`config.mk`:
```
export PLATFORM = sky130hd
export DESIGN_NAME = seg7_scan_driver_flat
export DESIGN_NICKNAME = d
export VERILOG_FILES = /design/src/rtl/seg7_scan_driver_if.sv /design/src/rtl/seg7_scan_driver.sv /design/src/flat_wrapper.sv
export SDC_FILE = /design/constraint.sdc
export NUM_CORES = 1
export LEC_CHECK = 0
export CAP_MARGIN = 0
export CORE_MARGIN = 8
export CORE_UTILIZATION = 35
export CTS_CLUSTER_SIZE = 14
export DETAILED_ROUTE_END_ITERATION = 7
export PLACE_DENSITY = 0.64
export SYNTH_ARGS = -nofsm -noshare
export SYNTH_HDL_FRONTEND = slang
export SYNTH_SLANG_ARGS = --single-unit
```
`constraint.sdc`:
```
create_clock -name clk -period 3.33 [get_ports clk]
set_clock_uncertainty 0.15 [all_clocks]
set_input_delay 0.999 -clock clk [delete_from_list [all_inputs] [get_ports clk]]
set_output_delay 0.999 -clock clk [all_outputs]
set_load 0.02 [all_outputs]
```
`src/rtl/seg7_scan_driver_if.sv`:
```
// Bus bundle for the 4-digit 7-segment scan driver.
// The master side supplies the control and data; the slave side is the driver.
interface seg7_scan_driver_if;
   logic        enable;
   logic        load;
   logic [15:0] data_in;
   logic [3:0]  dp_in;
   logic        lz_en;
   logic        pending;
   logic        frame_done;
   logic [3:0]  an_n;
   logic [6:0]  seg_n;
   logic        dp_n;

   modport master (
      output enable, load, data_in, dp_in, lz_en,
      input  pending, frame_done, an_n, seg_n, dp_n
   );

   modport slave (
      input  enable, load, data_in, dp_in, lz_en,
      output pending, frame_done, an_n, seg_n, dp_n
   );
endinterface

```
`src/rtl/seg7_scan_driver.sv`:
```
// Time-multiplexed driver for a 4-digit common-anode 7-segment display.
// A shadow register captures new words; the active register that feeds the
// decoder only changes at a frame boundary (or while the display is off),
// so a frame is never drawn from two different words.
module seg7_scan_driver #(
   parameter int CLK_DIV     = 50000,
   parameter int GHOST_BLANK = 2
) (
   input  logic                 clk,
   input  logic                 rst_n,
   seg7_scan_driver_if.slave    bus
);

   localparam int              PW        = (CLK_DIV > 1) ? $clog2(CLK_DIV) : 1;
   localparam logic [PW-1:0]   PRESC_MAX = PW'(CLK_DIV - 1);
   localparam logic [PW-1:0]   BLANK_END = PW'(GHOST_BLANK);

   // Hex nibble to active-low segment pattern {g,f,e,d,c,b,a}.
   function automatic logic [6:0] hex_to_seg(input logic [3:0] nib);
      logic [6:0] seg;
      case (nib)
         4'h0:    seg = 7'h40;
         4'h1:    seg = 7'h79;
         4'h2:    seg = 7'h24;
         4'h3:    seg = 7'h30;
         4'h4:    seg = 7'h19;
         4'h5:    seg = 7'h12;
         4'h6:    seg = 7'h02;
         4'h7:    seg = 7'h78;
         4'h8:    seg = 7'h00;
         4'h9:    seg = 7'h10;
         4'hA:    seg = 7'h08;
         4'hB:    seg = 7'h03;
         4'hC:    seg = 7'h46;
         4'hD:    seg = 7'h21;
         4'hE:    seg = 7'h06;
         4'hF:    seg = 7'h0E;
         default: seg = 7'h7F;
      endcase
      return seg;
   endfunction

   logic [15:0]   r_shadow;
   logic [3:0]    r_shadow_dp;
   logic [15:0]   r_active;
   logic [3:0]    r_active_dp;
   logic          r_pending;
   logic [PW-1:0] r_presc;
   logic [1:0]    r_idx;
   logic [3:0]    r_an_n;
   logic [6:0]    r_seg_n;
   logic          r_dp_n;
   logic          r_frame_done;

   logic          w_tick;
   logic          w_boundary;
   logic          w_xfer;
   logic [3:0]    w_nibble;
   logic          w_z3;
   logic          w_z2;
   logic          w_z1;
   logic          w_suppress;
   logic [6:0]    w_seg;
   logic [3:0]    w_an;
   logic          w_dp;

   assign w_tick     = bus.enable && (r_presc == PRESC_MAX);
   assign w_boundary = w_tick && (r_idx == 2'd3);
   // While the display is off nothing can tear, so a pending word moves at once.
   assign w_xfer     = r_pending && (w_boundary || !bus.enable);

   // Leading-zero chain: a digit is blank only if it and every digit left of it is zero.
   assign w_z3 = (r_active[15:12] == 4'h0);
   assign w_z2 = w_z3 && (r_active[11:8] == 4'h0);
   assign w_z1 = w_z2 && (r_active[7:4] == 4'h0);

   // Select the nibble and suppression flag of the digit currently scanned.
   always_comb begin
      w_nibble   = 4'h0;
      w_suppress = 1'b0;
      case (r_idx)
         2'd0: begin
            w_nibble   = r_active[3:0];
            w_suppress = 1'b0;
         end
         2'd1: begin
            w_nibble   = r_active[7:4];
            w_suppress = bus.lz_en && w_z1;
         end
         2'd2: begin
            w_nibble   = r_active[11:8];
            w_suppress = bus.lz_en && w_z2;
         end
         2'd3: begin
            w_nibble   = r_active[15:12];
            w_suppress = bus.lz_en && w_z3;
         end
         default: begin
            w_nibble   = 4'h0;
            w_suppress = 1'b0;
         end
      endcase
   end

   // Next display pattern: anodes blanked at the start of each slot, segments always decoded.
   always_comb begin
      w_seg = 7'h7F;
      w_an  = 4'hF;
      if (w_suppress) begin
         w_seg = 7'h7F;
      end else begin
         w_seg = hex_to_seg(w_nibble);
      end
      if (r_presc < BLANK_END) begin
         w_an = 4'hF;
      end else begin
         w_an = ~(4'b0001 << r_idx);
      end
   end

   assign w_dp = r_active_dp[r_idx];

   // Slot prescaler and digit index; both parked at zero while disabled.
   always_ff @(posedge clk or negedge rst_n) begin
      if (!rst_n) begin
         r_presc <= '0;
         r_idx   <= 2'd0;
      end else if (!bus.enable) begin
         r_presc <= '0;
         r_idx   <= 2'd0;
      end else if (w_tick) begin
         r_presc <= '0;
         r_idx   <= r_idx + 2'd1;
      end else begin
         r_presc <= r_presc + PW'(1);
         r_idx   <= r_idx;
      end
   end

   // Double buffer: a load always wins the pending flag, the transfer takes the old shadow.
   always_ff @(posedge clk or negedge rst_n) begin
      if (!rst_n) begin
         r_shadow    <= 16'h0000;
         r_shadow_dp <= 4'h0;
         r_active    <= 16'h0000;
         r_active_dp <= 4'h0;
         r_pending   <= 1'b0;
      end else begin
         if (w_xfer) begin
            r_active    <= r_shadow;
            r_active_dp <= r_shadow_dp;
         end
         if (bus.load) begin
            r_shadow    <= bus.data_in;
            r_shadow_dp <= bus.dp_in;
            r_pending   <= 1'b1;
         end else if (w_xfer) begin
            r_pending   <= 1'b0;
         end
      end
   end

   // Registered display outputs and frame pulse.
   always_ff @(posedge clk or negedge rst_n) begin
      if (!rst_n) begin
         r_an_n       <= 4'hF;
         r_seg_n      <= 7'h7F;
         r_dp_n       <= 1'b1;
         r_frame_done <= 1'b0;
      end else if (!bus.enable) begin
         r_an_n       <= 4'hF;
         r_seg_n      <= 7'h7F;
         r_dp_n       <= 1'b1;
         r_frame_done <= 1'b0;
      end else begin
         r_an_n       <= w_an;
         r_seg_n      <= w_seg;
         r_dp_n       <= ~w_dp;
         r_frame_done <= w_boundary;
      end
   end

   assign bus.an_n       = r_an_n;
   assign bus.seg_n      = r_seg_n;
   assign bus.dp_n       = r_dp_n;
   assign bus.frame_done = r_frame_done;
   assign bus.pending    = r_pending;

endmodule

```
`src/flat_wrapper.sv`:
```
// flat-port wrapper written by rule: the top's interface ports become plain ports
module seg7_scan_driver_flat 
#(
   parameter int CLK_DIV     = 50000,
   parameter int GHOST_BLANK = 2
)
  (clk, rst_n, bus_enable, bus_load, bus_data_in, bus_dp_in, bus_lz_en, bus_pending, bus_frame_done, bus_an_n, bus_seg_n, bus_dp_n);
  seg7_scan_driver_if bus_i ();
  input  logic clk;
  input  logic rst_n;
  input wire logic [$bits(bus_i.enable)-1:0] bus_enable;
  input wire logic [$bits(bus_i.load)-1:0] bus_load;
  input wire logic [$bits(bus_i.data_in)-1:0] bus_data_in;
  input wire logic [$bits(bus_i.dp_in)-1:0] bus_dp_in;
  input wire logic [$bits(bus_i.lz_en)-1:0] bus_lz_en;
  output wire logic [$bits(bus_i.pending)-1:0] bus_pending;
  output wire logic [$bits(bus_i.frame_done)-1:0] bus_frame_done;
  output wire logic [$bits(bus_i.an_n)-1:0] bus_an_n;
  output wire logic [$bits(bus_i.seg_n)-1:0] bus_seg_n;
  output wire logic [$bits(bus_i.dp_n)-1:0] bus_dp_n;
  assign bus_i.enable = bus_enable;
  assign bus_i.load = bus_load;
  assign bus_i.data_in = bus_data_in;
  assign bus_i.dp_in = bus_dp_in;
  assign bus_i.lz_en = bus_lz_en;
  assign bus_pending = bus_i.pending;
  assign bus_frame_done = bus_i.frame_done;
  assign bus_an_n = bus_i.an_n;
  assign bus_seg_n = bus_i.seg_n;
  assign bus_dp_n = bus_i.dp_n;
  seg7_scan_driver #(.CLK_DIV(CLK_DIV), .GHOST_BLANK(GHOST_BLANK)) u_core (.clk(clk), .rst_n(rst_n), .bus(bus_i));
endmodule
```
=== Word level (Yosys, flattened, before mapping) ===
Memories as Yosys holds them, arrays and structs flattened.
Index checks and enable logic that the tools add are counted.

* Memories: 1
* Logic and storage cells: 55
* Register bits after elaboration: 72
* Bits of input ports: 25
* ROM bits: 112

{| class="wikitable"
|+ Memory list
! memory !! words !! width !! rd ports !! clocked after Yosys merged registers in !! write ports !! RTL line !! source
|-
| (name not given) || 16 || 7 || 1 || 0 || 0 || seg7_scan_driver.sv:21 || <nowiki>case (nib)</nowiki>
|}

* Equal/unequal tests: 5
* Magnitude comparators: 2
* Muxes and demuxes: 16
* Reductions and logical operators: 15
* $add $sub $neg: 2
* Bitwise operators: 2
* Shift-type cells: 1

{| class="wikitable"
|+ Operators with widths
! cell !! count
|-
| $mux W16 || 2
|-
| $add A16 B1 Y16 const B || 1
|-
| $eq A16 B16 Y1 const B || 1
|-
| $lt A16 B2 Y1 const B || 1
|-
| $pmux W4 S4 || 1
|-
| $mux W7 || 2
|-
| $logic_not A4 Y1 || 3
|-
| $logic_and A1 B1 Y1 || 8
|-
| $mux W4 || 2
|-
| $mux W1 || 5
|-
| $eq A2 B2 Y1 const B || 2
|-
| $mux W2 || 2
|-
| $not A4 Y4 || 1
|-
| $pmux W1 S4 || 1
|-
| $shl A1 B2 Y4 const A || 1
|-
| $lt A2 B3 Y1 const B || 1
|-
| $add A2 B1 Y2 const B || 1
|-
| $bmux W1 S2 || 1
|-
| $eq A2 B1 Y1 const B || 1
|-
| $logic_not A2 Y1 || 1
|-
| $ne A2 B1 Y1 const B || 1
|-
| $reduce_bool A2 Y1 || 1
|-
| $logic_not A1 Y1 || 1
|-
| $logic_or A1 B1 Y1 || 1
|-
| $not A1 Y1 || 1
|}

=== Logic depth before layout (Yosys ltp) ===
Gate-level depths: netlist of run 1.

* Depth after elaboration: 7
* Depth in mapped cells: 10

=== Least setup slack after synthesis of run 1 ===
Ideal clock, no wire load.

* Kind: register to register
* Start point: reg u_core.r_idx[0]
* End point: reg u_core.r_seg_n[3], in the netlist u_core.bus.seg_n[3]
* Setup time: 0.104 ns
* Required time: 3.076 ns
* Path buffers: 0
* Path slack: 0.973 ns
* Data arrival time: 2.103 ns
* Period minus slack after synthesis: 2.357 ns
* Stages on the path, launching flop included: 10
* Path through: dfrtp_1 > inv_1 > ha_1 > clkinv_1 > o21ai_0 > inv_1 > ha_1 > a21oi_1 > a21boi_0 > o21ai_0

* Word-level cells in the longest chain between the ends: 5
* Elaborated cells on any way between the ends: 9
* Classes of those cells: 3 x eq/ne; 4 x mux; 1 x reduce/logical; 1 x memory

{| class="wikitable"
|+ RTL lines
! what !! RTL line !! source
|-
| start, declared || seg7_scan_driver.sv:49 || <nowiki>logic [1:0] r_idx;</nowiki>
|-
| start signal, assigned || seg7_scan_driver.sv:133 || <nowiki>r_idx <= r_idx + 2'd1;</nowiki>
|-
| start signal, assigned || seg7_scan_driver.sv:136 || <nowiki>r_idx <= r_idx;</nowiki>
|-
| $eq A2 B2 Y1 (tied with other cells) || seg7_scan_driver.sv:81 || <nowiki>case (r_idx)</nowiki>
|-
| $pmux W4 S4 || seg7_scan_driver.sv:81 ||
|-
| $mem_v2 Z16 W7 || - ||
|-
| $mux W7 (*) || seg7_scan_driver.sv:109 || <nowiki>if (w_suppress) begin</nowiki>
|-
| $mux W7 (*) || seg7_scan_driver.sv:170 || <nowiki>end else if (!bus.enable) begin</nowiki>
|-
| end signal, assigned || seg7_scan_driver.sv:177 || <nowiki>r_seg_n <= w_seg;</nowiki>
|-
| end, declared || seg7_scan_driver.sv:51 || <nowiki>logic [6:0] r_seg_n;</nowiki>
|}

Every way passes the cells marked *; elsewhere a longest branch is shown, timed or not.
A chain may end at the register's enable or synchronous reset.

=== Worst setup path after layout of run 1 ===
* Start point: reg u_core.r_presc[11]
* End point: reg u_core.r_active[15]

* Word-level cells in the longest chain between the ends: 5

{| class="wikitable"
|+ RTL lines
! what !! RTL line !! source
|-
| start, declared || seg7_scan_driver.sv:48 || <nowiki>logic [PW-1:0] r_presc;</nowiki>
|-
| start signal, assigned || seg7_scan_driver.sv:135 || <nowiki>r_presc <= r_presc + PW'(1);</nowiki>
|-
| $eq A16 B16 Y1 || seg7_scan_driver.sv:67 || <nowiki>assign w_tick = bus.enable && (r_presc == PRESC_MAX);</nowiki>
|-
| $logic_and A1 B1 Y1 || seg7_scan_driver.sv:67 ||
|-
| $logic_and A1 B1 Y1 || seg7_scan_driver.sv:68 || <nowiki>assign w_boundary = w_tick && (r_idx == 2'd3);</nowiki>
|-
| $logic_or A1 B1 Y1 || seg7_scan_driver.sv:70 || <nowiki>assign w_xfer = r_pending && (w_boundary || !bus.enable);</nowiki>
|-
| $logic_and A1 B1 Y1 || seg7_scan_driver.sv:70 ||
|-
| end signal, assigned || seg7_scan_driver.sv:150 || <nowiki>r_active <= r_shadow;</nowiki>
|-
| end, declared || seg7_scan_driver.sv:45 || <nowiki>logic [15:0] r_active;</nowiki>
|}

Every way passes these cells.

==> results of run 1 <==
## where the power goes
group,internal [mW],switching (mW)
registers,0.984,0.0568
logic,0.180,0.166
clock network,0.431,0.357
## cell usage after synthesis, types with 5 or more instances
cell type  instances  area share
dfstp_2           12       0.096
clkbuf_1           6      0.0069
ha_1              12       0.046
nor4_1             8       0.015
nand2_1           17       0.019
a21oi_1            5      0.0076
o21ai_0            5      0.0076
xnor2_1            8       0.021
mux2_2            43        0.15
xor2_1             7       0.019
inv_1             10       0.011
nand3_1           10       0.015
nor2_1            20       0.023
dfrtp_1           60        0.46
## how the worst max path moves through the flow
stage / startpoint / to / slack (ps)
2_1_floorplan: u_core.r_idx[0] / u_core.bus.seg_n[3] / 970
3_3_place_gp: bus_enable / u_core.r_active[5] / 670
3_5_place_dp: bus_enable / u_core.bus.seg_n[2] / 600
4_1_cts: u_core.r_presc[11] / u_core.r_active[15] / 640
5_1_grt: u_core.r_idx[0] / u_core.bus.seg_n[3] / 470
6_report: u_core.r_presc[11] / u_core.r_active[15] / 690
## cell families (layout without fill, tap and decap cells)
family,count (synthesis),after routing,synth area share
simple gates,72,72,0.109
flops,72,72,0.555
mux,48,48,0.167
xor+xnor,15,15,0.0401
compound gates,25,25,0.0547
buf+inv,20,69,0.0279
fa+ha+maj,12,12,0.0459
## layout by cell type (no fill, tap or decap), types with 7 or more instances in the layout
master	instances
nand3_1	10
xnor2_1	8
nor2_1	20
clkdlybuf4s50_1	37
ha_1	12
mux2_2	43
dfrtp_1	60
nand2_1	17
nor4_1	8
inv_1	10
dfstp_2	12
xor2_1	7
clkbuf_8	9
## layer usage
layer	track usage	vias up
li1	-	1019
met1	0.135	1057
met2	0.165	48
met3	0.0405	11
met4	0.0459	0
met5	0	-
## layout make-up
class                      count  share of cell area
inverter                      11              0.0103
timing repair buffer          42               0.104
multi-input combinational    172               0.341
clock inverter                 7              0.0256
clock buffer                   9              0.0309
tap                          111              0.0347
sequential                    72               0.453
## registers in the layout, summed over array words and instances (netlist names)
name                   flops
u_core.r_active           16
u_core.r_presc            16
u_core.r_shadow           16
u_core.bus.seg_n           7
u_core.bus.an_n            4
u_core.r_active_dp         4
u_core.r_shadow_dp         4
u_core.r_idx               2
u_core.bus.dp_n            1
u_core.bus.frame_done      1
u_core.bus.pending         1
## worst max-delay path: stages, from the launching register on
cell,delay [ps]
dfrtp_1,440
nor4_1,310
nand2_1,170
nor4_4,480
a31o_2,560
mux2_2,400
## metrics by stage
step / hold slack [ps] / utilization / setup WS [ps] / std cells
after floorplan: 305 / - / 973 / 264
after global placement: 337 / 0.413 / 667 / 408
final: 349 / 0.438 / 690 / 424
after CTS: 347 / 0.438 / 644 / 424
after global routing: 375 / 0.438 / 473 / 424
after detailed placement: 339 / 0.413 / 596 / 408
==> reports/qor.yml, run 1 <==
drt:
  drtAntennaViolNets: 0
  dr.max_layer_used: "met4"
  drtPass1Iterations: 5
  drtIter0Drc: 86
  vias: 2135
  met3WireLength_um: 392
  wl_met2_um: 2920
  routed_via_density: 5.04
  wl_per_cell_um: 15.1
  drc_errors: 0
  routed_wirelength_um: 6380
  wl_met1_um: 2960
critical_path:
  crit_type: "flop to flop"
  reg2reg_from: "u_core.r_presc[11]"
  worstPathArrival_ps: 2730
  required_ps: 3420
  end_kind: "flop"
  rr_worst_depth: 5
  rr_endpoint: "u_core.r_active[15]"
  crit_fanout: 20
  startpoint_type: "flop"
  rrSetupSlack_ps: 690
yosys:
  yosysSeqAreaShare: 0.555
  ys.flop_type: "dfrtp_1"
  ys_ff_latch: 72
  yosysUniqueCellTypes: 36
  synthArstFlopShare: 1.00
  syn-num-nets: 301
  netlist_instances: 264
  syn_area_per_cell_um2: 12.4
  synth_enable_flop_cells: 0
  netlist_area_um2: 3270
  yosysWarningCount: 0
die:
  ios: 39
  start_util: 0.358
  die_h_um: 113
  die-area_um2: 12700
  dieWidth_um: 113
  core-area_um2: 9150
  rows: 35
cts:
  postCtsSetupRepairBufs: 0
  clk_latency_ps: 350
  root_buffer: "clkbuf_8"
  htreeDepth: 3
  cts_resized: 0
  cts_tree: "built"
  cts.sinks: 72
  cts_max_path_buffers: 2
  numCtsBuffers: 9
  clk_pin_slew_ps: 90
  holdBufCountCts: 0
final_layout:
  multiInputGateArea_um2: 1370
  nets: 345
  design_area_um2: 4010
  fill_cells: 843
  drive_gt1_frac: 0.262
  antenna_cells: 0
  seqCellArea_um2: 1820
  synthToLayoutAreaGrowth_pct: 22.4
timing:
  tns_ps: 0
  tightest_slew_ps: 705
  min_period_over_period: 0.793
  max_freq_mhz: 379
  post-route-min-period_ps: 2640
  setup_viol: 0
  slew_headroom: 0.530
  hold_violations: 0
  rsz0062_at_grt: "false"
  maxSlewViolCount: 0
worst_hold_path:
  hp-class: "flop to flop"
  min_to: "u_core.r_presc[0]"
  hold_depth: 1
  min_from: "u_core.r_presc[0]"
place:
  placed_area_um2: 3780
  place_hpwl_um: 4580
  gp_congestion: 0.795
  portBuffers: 38
global_route:
  grt.overflow.total: 0
  grt_util_all_layers: 0.109
  first_global_vias: 2243
  grt_max_degree: 42
  grt_pass1_wl_um: 10900
  antenna_found_initial: 0
power_and_ir_drop:
  power.total_mw: 2.17
  ir_worst_vdd_v: 0.000243
  power_density_nw_per_um2: 543
  p_leak_nw: 1.65
status:
  outcome: "finished, final reports clean"
job:
  drv_cap: 0
Note: power is estimated with default switching activity, not from simulation.
==> inputs of run 2 (changes only) <==
==> constraint.sdc (replaced) <==
create_clock -name clk -period 2.5 [get_ports clk]
set_clock_uncertainty 0.15 [all_clocks]
set_input_delay 0.75 -clock clk [delete_from_list [all_inputs] [get_ports clk]]
set_output_delay 0.75 -clock clk [all_outputs]
set_load 0.02 [all_outputs]
==> run 2 against run 1 <==
Effect of this change: flip-flop and latch count did not move; worst hold slack lost 77 ps; sequential power up 34%; setup slack worse by 580 ps; sequential share of layout area is 0.78 points lower; via count up 1.8%; final cell count is 2.4% higher; count of clock-buffer cells in the layout grew 1; die area stayed put; clock power rose by 7.5%; largest cell class unchanged.
==> reports/qor.yml, run 2 (synthesized netlist as in run 1, its figures left out) <==
global_route:
  grt.overflow.total: 0  # unchanged
  grt_util_all_layers: 0.105  # -0.00337
  grt_max_degree: 73  # +74%
  grt_pass1_wl_um: 10700  # -1.8%
  first_global_vias: 2190  # -2.4%
  antenna_found_initial: 0  # unchanged
cts:
  holdBufCountCts: 0  # unchanged
  cts_tree: "built"
  cts.sinks: 72  # unchanged
  root_buffer: "clkbuf_8"
  cts_max_path_buffers: 2  # unchanged
  htreeDepth: 3  # unchanged
  numCtsBuffers: 9  # unchanged
  clk_latency_ps: 340  # about the same
  clk_pin_slew_ps: 80  # about the same
drt:
  routed_wirelength_um: 6370  # -0.22%
  drtIter0Drc: 94  # +9.3%
  drc_errors: 0  # unchanged
  routed_via_density: 5.01  # -0.57%
  wl_per_cell_um: 14.7  # -2.5%
  drtAntennaViolNets: 0  # unchanged
  drtPass1Iterations: 6  # +1
  vias: 2173  # +1.8%
die:
  die_h_um: 113  # unchanged
  core-area_um2: 9150  # unchanged
  dieWidth_um: 113  # unchanged
  die-area_um2: 12700  # unchanged
  ios: 39  # unchanged
  rows: 35  # unchanged
  start_util: 0.358  # unchanged
timing:
  tightest_slew_ps: 679  # -25.3 ps
  max_freq_mhz: 418  # +10%
  min_period_over_period: 0.957  # +0.164
  slew_headroom: 0.543  # +0.0127
  setup_viol: 0  # unchanged
  maxSlewViolCount: 0  # unchanged
  hold_violations: 0  # unchanged
  post-route-min-period_ps: 2390  # -247 ps
final_layout:
  layout_commonest_cell: "dfrtp_1"
  reg.largest.list: "u_core.r_active: 16 flops, u_core.r_presc: 16 flops, u_core.r_shadow: 16 flops"
  instances_no_fill: 434  # +2.4%
  final_core_utilization: 0.445  # +0.00766
  nets: 355  # +2.9%
  drive_gt1_frac: 0.297  # +0.0352
  mostFrequentLayoutCells: "dfrtp_1 (60), mux2_2 (43), clkdlybuf4s50_1 (37), nor2_1 (20), nand2_1 (17)"
  synthToLayoutAreaGrowth_pct: 24.5
  antenna_cells: 0  # unchanged
critical_path:
  required_ps: 2610  # -810 ps
  reg2reg_from: "u_core.r_idx[0]"
  rrSetupSlack_ps: 110  # -580 ps
  rr_worst_depth: 10  # +5
  crit_family: "compound AO/OA/AOI/OAI gates"
  critPathMostFrequentCell: "inv_1"
  worstPathArrival_ps: 2500  # -230 ps
  cp_slowest_cell: "dfrtp_1"
  end_kind: "flop"
  crit_type: "flop to flop"
  startpoint_type: "flop"
  path_cells: "inv_1 -> ha_2 -> a222oi_1 -> nand2_1 -> o21ai_4 -> inv_1 -> ha_1 -> a21oi_1 -> a21boi_0 -> o21ai_0"
  crit_fanout: 6  # -70%
  max_stage_delay_ps: 400  # -160 ps
  rr_endpoint: "u_core.bus.seg_n[3]"
  critPathBufInv: 2  # +2
worst_hold_path:
  hp-class: "input port to asynchronous set/reset pin"
job:
  drv_cap: 0  # unchanged
place:
  portBuffers: 38  # unchanged
  dp_cells: 416  # +2.0%
  gp_congestion: 0.830  # +4.5%
  place_hpwl_um: 4610  # +0.67%
status:
  outcome: "finished, final reports clean"
power_and_ir_drop:
  power_density_nw_per_um2: 666  # +23%
  p_leak_nw: 1.69  # +2.4%
  ir_worst_vdd_v: 0.000372  # +53%
==> run 2: worst max path at each step <==
stage / start / endpoint / slack, ps / depth (start not counted)
after floorplan: u_core.r_idx[0] / u_core.bus.seg_n[3] / 140 / 9
after global placement: u_core.r_idx[0] / u_core.bus.seg_n[3] / -7 / 10
after detailed placement: u_core.r_idx[0] / u_core.bus.seg_n[3] / -110 / 10
after CTS: u_core.r_idx[0] / u_core.bus.seg_n[3] / 40 / 10
after global routing: u_core.r_idx[0] / u_core.bus.seg_n[3] / -7 / 10
final: u_core.r_idx[0] / u_core.bus.seg_n[3] / 110 / 10
==> run 2: what timing repair did <==
item / 4_1_cts / 5_1_grt
pin swaps: 0 / 1
setup buffers: 0 / 2
endpoints found under the setup margin: 3 / 6
gates resized for setup: 2 / 4
==> run 2: cell type report <==
cell class,count,area [um^2]
repair buffers,52,505
inverters,11,41.3
multi-input cells,172,1390
clock buffers,10,138
clock inverters,6,51.3
well taps,111,139
flip-flops and latches,72,1820
fillers,854,5080
==> run 2: layer usage <==
metal | vias up | part of all wire | global-route usage
met5 | - | 0 | 0
met4 | 0 | 0.0075 | 0.0378
met3 | 5 | 0.055 | 0.0405
met2 | 57 | 0.48 | 0.163
met1 | 1073 | 0.46 | 0.130
li1 | 1038 | - | -
==> run 2: per-stage QoR <==
stage / setup TNS, ps / cell area (um^2) / total power [mW] / hold WS (ps) / worst slack, ps
after floorplan: 0 / 3270 / 1.68 / 304 / 143
after global placement: -7.03 / 3850 / 1.88 / 325 / -7.03
after detailed placement: -109 / 3850 / 1.89 / 339 / -109
after CTS: 0 / 4050 / 2.76 / 273 / 37.6
after global routing: -6.53 / 4080 / 2.87 / 299 / -6.53
final: 0 / 4080 / 2.72 / 272 / 107
==> run 2: power breakdown <==
part	total, mW	internal [mW]	switching (mW)
clock	0.847	0.399	0.449
sequential	1.39	1.31	0.0807
combinational	0.476	0.251	0.225
